`src/rtl/apb_pkg.sv`:
```
// Shared state encoding and default bus widths for the APB master arbiter.
package apb_pkg;
    localparam int APB_ADDR_W = 32;
    localparam int APB_DATA_W = 32;

    typedef enum logic [1:0] {IDLE, SETUP, ACCESS, RESP} apb_state_e;
endpackage

```
`src/rtl/apb_rr_arbiter.sv`:
```
// Combinational round-robin pick: first asserted request at or after ptr_i, wrapping.
module apb_rr_arbiter #(
    parameter  int N_REQ = 4,
    localparam int IDX_W = $clog2(N_REQ)
) (
    input  logic [N_REQ-1:0] req_i,
    input  logic [IDX_W-1:0] ptr_i,
    output logic [N_REQ-1:0] gnt_o,
    output logic [IDX_W-1:0] gnt_idx_o
);
    logic [IDX_W:0]   sum;
    logic [IDX_W-1:0] idx;
    logic             found;

    always_comb begin
        gnt_o     = '0;
        gnt_idx_o = '0;
        found     = 1'b0;
        sum       = '0;
        idx       = '0;
        for (int i = 0; i < N_REQ; i++) begin
            // One extra bit so ptr+i can exceed N_REQ-1 before the wrap subtract.
            sum = {1'b0, ptr_i} + (IDX_W+1)'(i);
            if (sum >= (IDX_W+1)'(N_REQ)) sum = sum - (IDX_W+1)'(N_REQ);
            idx = sum[IDX_W-1:0];
            if (!found && req_i[idx]) begin
                found     = 1'b1;
                gnt_o[idx] = 1'b1;
                gnt_idx_o = idx;
            end
        end
    end
endmodule

```
`src/rtl/apb_master_arbiter.sv`:
```
// Shares one APB slave port between N_REQ requesters: round-robin grant, SETUP/ACCESS
// sequencing with a bounded wait on pready, and a registered completion pulse per winner.
module apb_master_arbiter
    import apb_pkg::*;
#(
    parameter int N_REQ       = 4,
    parameter int ADDR_W      = APB_ADDR_W,
    parameter int DATA_W      = APB_DATA_W,
    parameter int TIMEOUT_CYC = 16
) (
    input  logic                     pclk_i,
    input  logic                     preset_i,
    input  logic [N_REQ-1:0]         req_valid_i,
    input  logic [N_REQ-1:0]         req_write_i,
    input  logic [N_REQ*ADDR_W-1:0]  req_addr_i,
    input  logic [N_REQ*DATA_W-1:0]  req_wdata_i,
    output logic [N_REQ-1:0]         rsp_valid_o,
    output logic                     rsp_err_o,
    output logic [DATA_W-1:0]        rsp_rdata_o,
    output logic [ADDR_W-1:0]        paddr_o,
    output logic                     psel_o,
    output logic                     penable_o,
    output logic                     pwrite_o,
    output logic [DATA_W-1:0]        pwdata_o,
    input  logic [DATA_W-1:0]        prdata_i,
    input  logic                     pready_i
);
    localparam int IDX_W = $clog2(N_REQ);
    localparam int CNT_W = $clog2(TIMEOUT_CYC + 1);

    apb_state_e        state_q, state_d;
    logic [IDX_W-1:0]  ptr_q, ptr_d;
    logic [IDX_W-1:0]  win_q, win_d;
    logic [CNT_W-1:0]  wcnt_q, wcnt_d;
    logic [ADDR_W-1:0] paddr_q, paddr_d;
    logic              pwrite_q, pwrite_d;
    logic [DATA_W-1:0] pwdata_q, pwdata_d;
    logic              psel_q, psel_d;
    logic              penable_q, penable_d;
    logic [N_REQ-1:0]  rsp_valid_q, rsp_valid_d;
    logic              rsp_err_q, rsp_err_d;
    logic [DATA_W-1:0] rsp_rdata_q, rsp_rdata_d;

    logic [N_REQ-1:0]  gnt;
    logic [IDX_W-1:0]  gnt_idx;
    logic [N_REQ-1:0]  done_oh;

    apb_rr_arbiter #(.N_REQ(N_REQ)) u_rr (
        .req_i     (req_valid_i),
        .ptr_i     (ptr_q),
        .gnt_o     (gnt),
        .gnt_idx_o (gnt_idx)
    );

    assign done_oh = N_REQ'(1) << win_q;

    always_comb begin
        state_d     = state_q;
        ptr_d       = ptr_q;
        win_d       = win_q;
        wcnt_d      = wcnt_q;
        paddr_d     = paddr_q;
        pwrite_d    = pwrite_q;
        pwdata_d    = pwdata_q;
        psel_d      = 1'b0;
        penable_d   = 1'b0;
        rsp_valid_d = '0;
        rsp_err_d   = 1'b0;
        rsp_rdata_d = '0;
        case (state_q)
            IDLE: begin
                if (|gnt) begin
                    state_d = SETUP;
                    win_d   = gnt_idx;
                    wcnt_d  = '0;
                    psel_d  = 1'b1;
                    for (int i = 0; i < N_REQ; i++) begin
                        if (gnt[i]) begin
                            pwrite_d = req_write_i[i];
                            paddr_d  = req_addr_i[i*ADDR_W +: ADDR_W];
                            pwdata_d = req_wdata_i[i*DATA_W +: DATA_W];
                        end
                    end
                end
            end
            SETUP: begin
                state_d   = ACCESS;
                psel_d    = 1'b1;
                penable_d = 1'b1;
            end
            ACCESS: begin
                if (pready_i) begin
                    state_d     = RESP;
                    rsp_valid_d = done_oh;
                    rsp_rdata_d = pwrite_q ? '0 : prdata_i;
                end else if (wcnt_q == CNT_W'(TIMEOUT_CYC - 1)) begin
                    // Abort: psel falls with no pready, so the slave never completes it.
                    state_d     = RESP;
                    rsp_valid_d = done_oh;
                    rsp_err_d   = 1'b1;
                end else begin
                    psel_d    = 1'b1;
                    penable_d = 1'b1;
                    wcnt_d    = wcnt_q + 1'b1;
                end
            end
            RESP: begin
                state_d = IDLE;
                ptr_d   = (win_q == IDX_W'(N_REQ - 1)) ? '0 : win_q + 1'b1;
            end
            default: state_d = IDLE;
        endcase
    end

    always_ff @(posedge pclk_i) begin
        if (preset_i) begin
            state_q     <= IDLE;
            ptr_q       <= '0;
            win_q       <= '0;
            wcnt_q      <= '0;
            paddr_q     <= '0;
            pwrite_q    <= 1'b0;
            pwdata_q    <= '0;
            psel_q      <= 1'b0;
            penable_q   <= 1'b0;
            rsp_valid_q <= '0;
            rsp_err_q   <= 1'b0;
            rsp_rdata_q <= '0;
        end else begin
            state_q     <= state_d;
            ptr_q       <= ptr_d;
            win_q       <= win_d;
            wcnt_q      <= wcnt_d;
            paddr_q     <= paddr_d;
            pwrite_q    <= pwrite_d;
            pwdata_q    <= pwdata_d;
            psel_q      <= psel_d;
            penable_q   <= penable_d;
            rsp_valid_q <= rsp_valid_d;
            rsp_err_q   <= rsp_err_d;
            rsp_rdata_q <= rsp_rdata_d;
        end
    end

    assign paddr_o     = paddr_q;
    assign psel_o      = psel_q;
    assign penable_o   = penable_q;
    assign pwrite_o    = pwrite_q;
    assign pwdata_o    = pwdata_q;
    assign rsp_valid_o = rsp_valid_q;
    assign rsp_err_o   = rsp_err_q;
    assign rsp_rdata_o = rsp_rdata_q;
endmodule
```
`config.mk`:
```
export PLATFORM = sky130hd
export DESIGN_NAME = apb_master_arbiter
export DESIGN_NICKNAME = d
export VERILOG_FILES = /design/src/rtl/apb_pkg.sv /design/src/rtl/apb_rr_arbiter.sv /design/src/rtl/apb_master_arbiter.sv
export SDC_FILE = /design/constraint.sdc
export NUM_CORES = 1
export LEC_CHECK = 0
export CAP_MARGIN = 20
export CELL_PAD_IN_SITES_DETAIL_PLACEMENT = 0
export CELL_PAD_IN_SITES_GLOBAL_PLACEMENT = 1
export CORE_MARGIN = 3
export CORE_UTILIZATION = 24
export DETAILED_ROUTE_END_ITERATION = 10
export PLACE_DENSITY = 0.82
export SYNTH_ARGS = -nofsm -noshare
export SYNTH_HDL_FRONTEND = slang
export SYNTH_HIERARCHICAL = 1
export SYNTH_SLANG_ARGS = --single-unit
```
`constraint.sdc`:
```
create_clock -name pclk_i -period 3.26 [get_ports pclk_i]
set_input_delay 0.326 -clock pclk_i [delete_from_list [all_inputs] [get_ports pclk_i]]
set_output_delay 0.326 -clock pclk_i [all_outputs]
set_load 0.01 [all_outputs]
```
==> flow_summary.ini <==
[grt]
grt_pass1_vias = 6469
grt_pass1_wl_um = 35050
antenna_found_initial = 0
grt_max_degree = 81
overflow = 0
grtUsageTotal_pct = 15.13

[cells_and_area]
syn_to_final_growth_pct = 78.67
n_fill_cell = 2642
instances_no_fill = 1495
regArea_um2 = 2302
n_antenna_cell = 0
nets = 1426
drive_gt1_share_pct = 12.47
final_cell_mix = 401 x clkdlybuf4s50_1, 137 x mux2i_1, 115 x dfxtp_1
final_common_cell = clkdlybuf4s50_1
multi_input_area_um2 = 4045

[route]
avgRoutedWirePerCell_um = 16.14
drc = 0
wl_um = 24130
postRouteAntennaNets = 0
dr.pass1.iters = 5
vias = 6630
avgViaCountPerCell = 4.435
drtIter0Drc = 257

[timing]
finClkSkew_ns = 0.01050
finalSetupViolations = 0
maxSlewHeadroom_pct = 55.21
hold_ws_ns = 0.3432
clock.fmax_mhz = 328.5
fin_crit_sh_pct = 93.38
fin_crit_ns = 3.044
worst_slew_pin_slew_ns = 0.6719
drv_slew = 0
setup_tns_ns = 0
hold_viol = 0
rsz0062_at_grt = no

[power]
ir_drop_mv = 0.3132
p_leak_nw = 4.243
p_total_mw = 8.472
p_per_area_nw_per_um2 = 713.4

[yosys]
ys_seq_area_share_pct = 34.64
yosys_warnings = 6
postSynthCellCount = 714
ys_top_cells_by_area = dfxtp_1 35%, mux2i_1 21%, a211oi_2 11%
yosysTopAreaCell = dfxtp_1
synth_cell_type_count = 38
synth_area_um2 = 6646
ys_ff_latch = 115
synth_nets = 1030
yosys.area.top_type_share_pct = 34.64
synth_area_per_cell_um2 = 9.309

[worst_setup_path]
rr_startpoint = ptr_q[1]
slowest_delay_ns = 0.45
critPathLaunchType = flip-flop
crit_path_max_fanout = 26
cp_cell_sequence = inv_1, ha_1, mux4_2, nor4b_4, a22oi_1, o21ai_4, buf_12, buf_4, mux2i_1, o21ai_0, mux2i_1, a211oi_2
cp_slowest_cell = mux4_2
arrival_ns = 3.31
critPathRequiredTime_ns = 3.53
crit_top_cell = mux2i_1
worstSetupPathType = reg2reg
crit_path_start = ptr_q[1]
endpoint_kind = flip-flop

[floorplan]
fp-row-count = 60
coreArea_um2 = 27100
die_h_um = 172.4
die_w_um = 172.4
io_pins = 403
die_area_um2 = 29730
start_util_pct = 24.52

[place]
dpl.hpwl_um = 19080
port_buffers = 402
finalWeightedCongestion = 0.8605
dpl.cell_count = 1463

[cts]
cts_buffer_depth = 2
clk_pin_slew_ns = 0.06
cts-root-buf = clkbuf_16
cts_sinks = 115
cts_tree = done
htreeDepth = 4
post-cts-setup-buffers = 0
post_cts_resized = 0
holdBufCountCts = 0
cts_made_buffers = 17
clk_latency_ns = 0.41

[min_path]
worstHoldStart = preset_i
hp-class = in2reg

[run_status]
status = completed

[job]
maxCapViolations = 0
[worst max-delay path, delay by kind of cell (launching register included)]
kind            cells  cell delay (ns)
compound gates      4             0.50
fa+ha+maj           1             0.38
buf+inv             3             0.49
flops               1             0.33
mux                 3             0.83
simple gates        1             0.35
[layer usage]
metal | global-route usage, % | share of wire (%) | up-vias
met5 | 0 | 0 | -
met4 | 5.137 | 2.2 | 0
met3 | 4.115 | 7.6 | 34
met2 | 26.32 | 50 | 234
met1 | 18.00 | 40 | 3047
li1 | - | - | 3315
[kinds of logic (layout without fill, tap and decap cells)]
| kind of cell | Yosys count | count (layout) | synth area share [%] |
|---|---|---|---|
| muxes | 141 | 141 | 21.99 |
| AOI/OAI and AO/OA | 162 | 162 | 20.12 |
| and+or+nand+nor | 212 | 212 | 14.85 |
| adders and majority gates | 17 | 17 | 3.200 |
| buffers and inverters | 67 | 476 | 5.196 |
| DFF | 115 | 115 | 34.64 |
[layout make-up]
type,count,share of cell area (%)
timing repair buffer,435,37.21
multi-input combinational,532,34.06
sequential,115,19.39
tap,372,3.920
clock buffer,17,3.582
clock inverter,15,1.549
inverter,9,0.2845
[worst paths after layout]
check / to / slack [ns] / depth (start not counted)
setup / recovery: paddr_o[0] / 0.22 / 12
hold / removal: rsp_err_o / 0.34 / 3
hold reg to reg: pwdata_o[12] / 0.50 / 2
setup reg to reg: paddr_o[0] / 0.22 / 12
[flip-flops by register name, indices dropped and copies added (netlist names)]
name	count
rsp_rdata_o	32
rsp_valid_o	4
wcnt_q	5
rsp_err_o	1
win_q	2
pwdata_o	32
ptr_q	2
state_q	2
psel_o	1
penable_o	1
paddr_o	32
pwrite_o	1
[cells in the mapped netlist]
master / n
a211oi_2: 60
a311oi_1: 1
mux4_2: 4
nor4b_4: 1
nor2b_1: 7
o32ai_1: 1
o31ai_1: 1
a21o_1: 1
a22oi_1: 8
o21ai_1: 1
a2bb2oi_2: 1
nand2_1: 72
nor4_4: 1
nor3b_2: 1
ha_1: 17
a31oi_1: 1
dfxtp_1: 115
buf_2: 15
nor2_1: 82
a211oi_1: 8
and3_1: 2
nand3_1: 1
a21oi_1: 4
buf_6: 7
nand2b_1: 3
mux2i_1: 137
o21ai_0: 71
and2_1: 37
clkbuf_1: 30
inv_1: 9
and3b_1: 1
nor3b_1: 3
a22o_1: 1
o21a_1: 1
o2111ai_1: 1
buf_4: 6
o211ai_1: 1
or3b_2: 1
[where the power goes]
group / switching (mW) / internal, mW
Clock: 0.784 / 1.17
Combinational: 2.15 / 2.27
Sequential: 0.253 / 1.85
Total: 3.18 / 5.29
[per-stage QoR]
| step | setup slack [ns] | instance area, um2 | util (%) |
|---|---|---|---|
| finish | 0.2157 | 11880 | 43.82 |
| CTS | 0.1987 | 11880 | 43.82 |
| global route | 0.03555 | 11880 | 43.82 |
| floorplan | 0.03321 | 6646 | - |
| detailed placement | -0.04932 | 11270 | 41.57 |
| global placement | 0.07087 | 11270 | 41.57 |
Note: power is estimated with default switching activity, not from simulation.
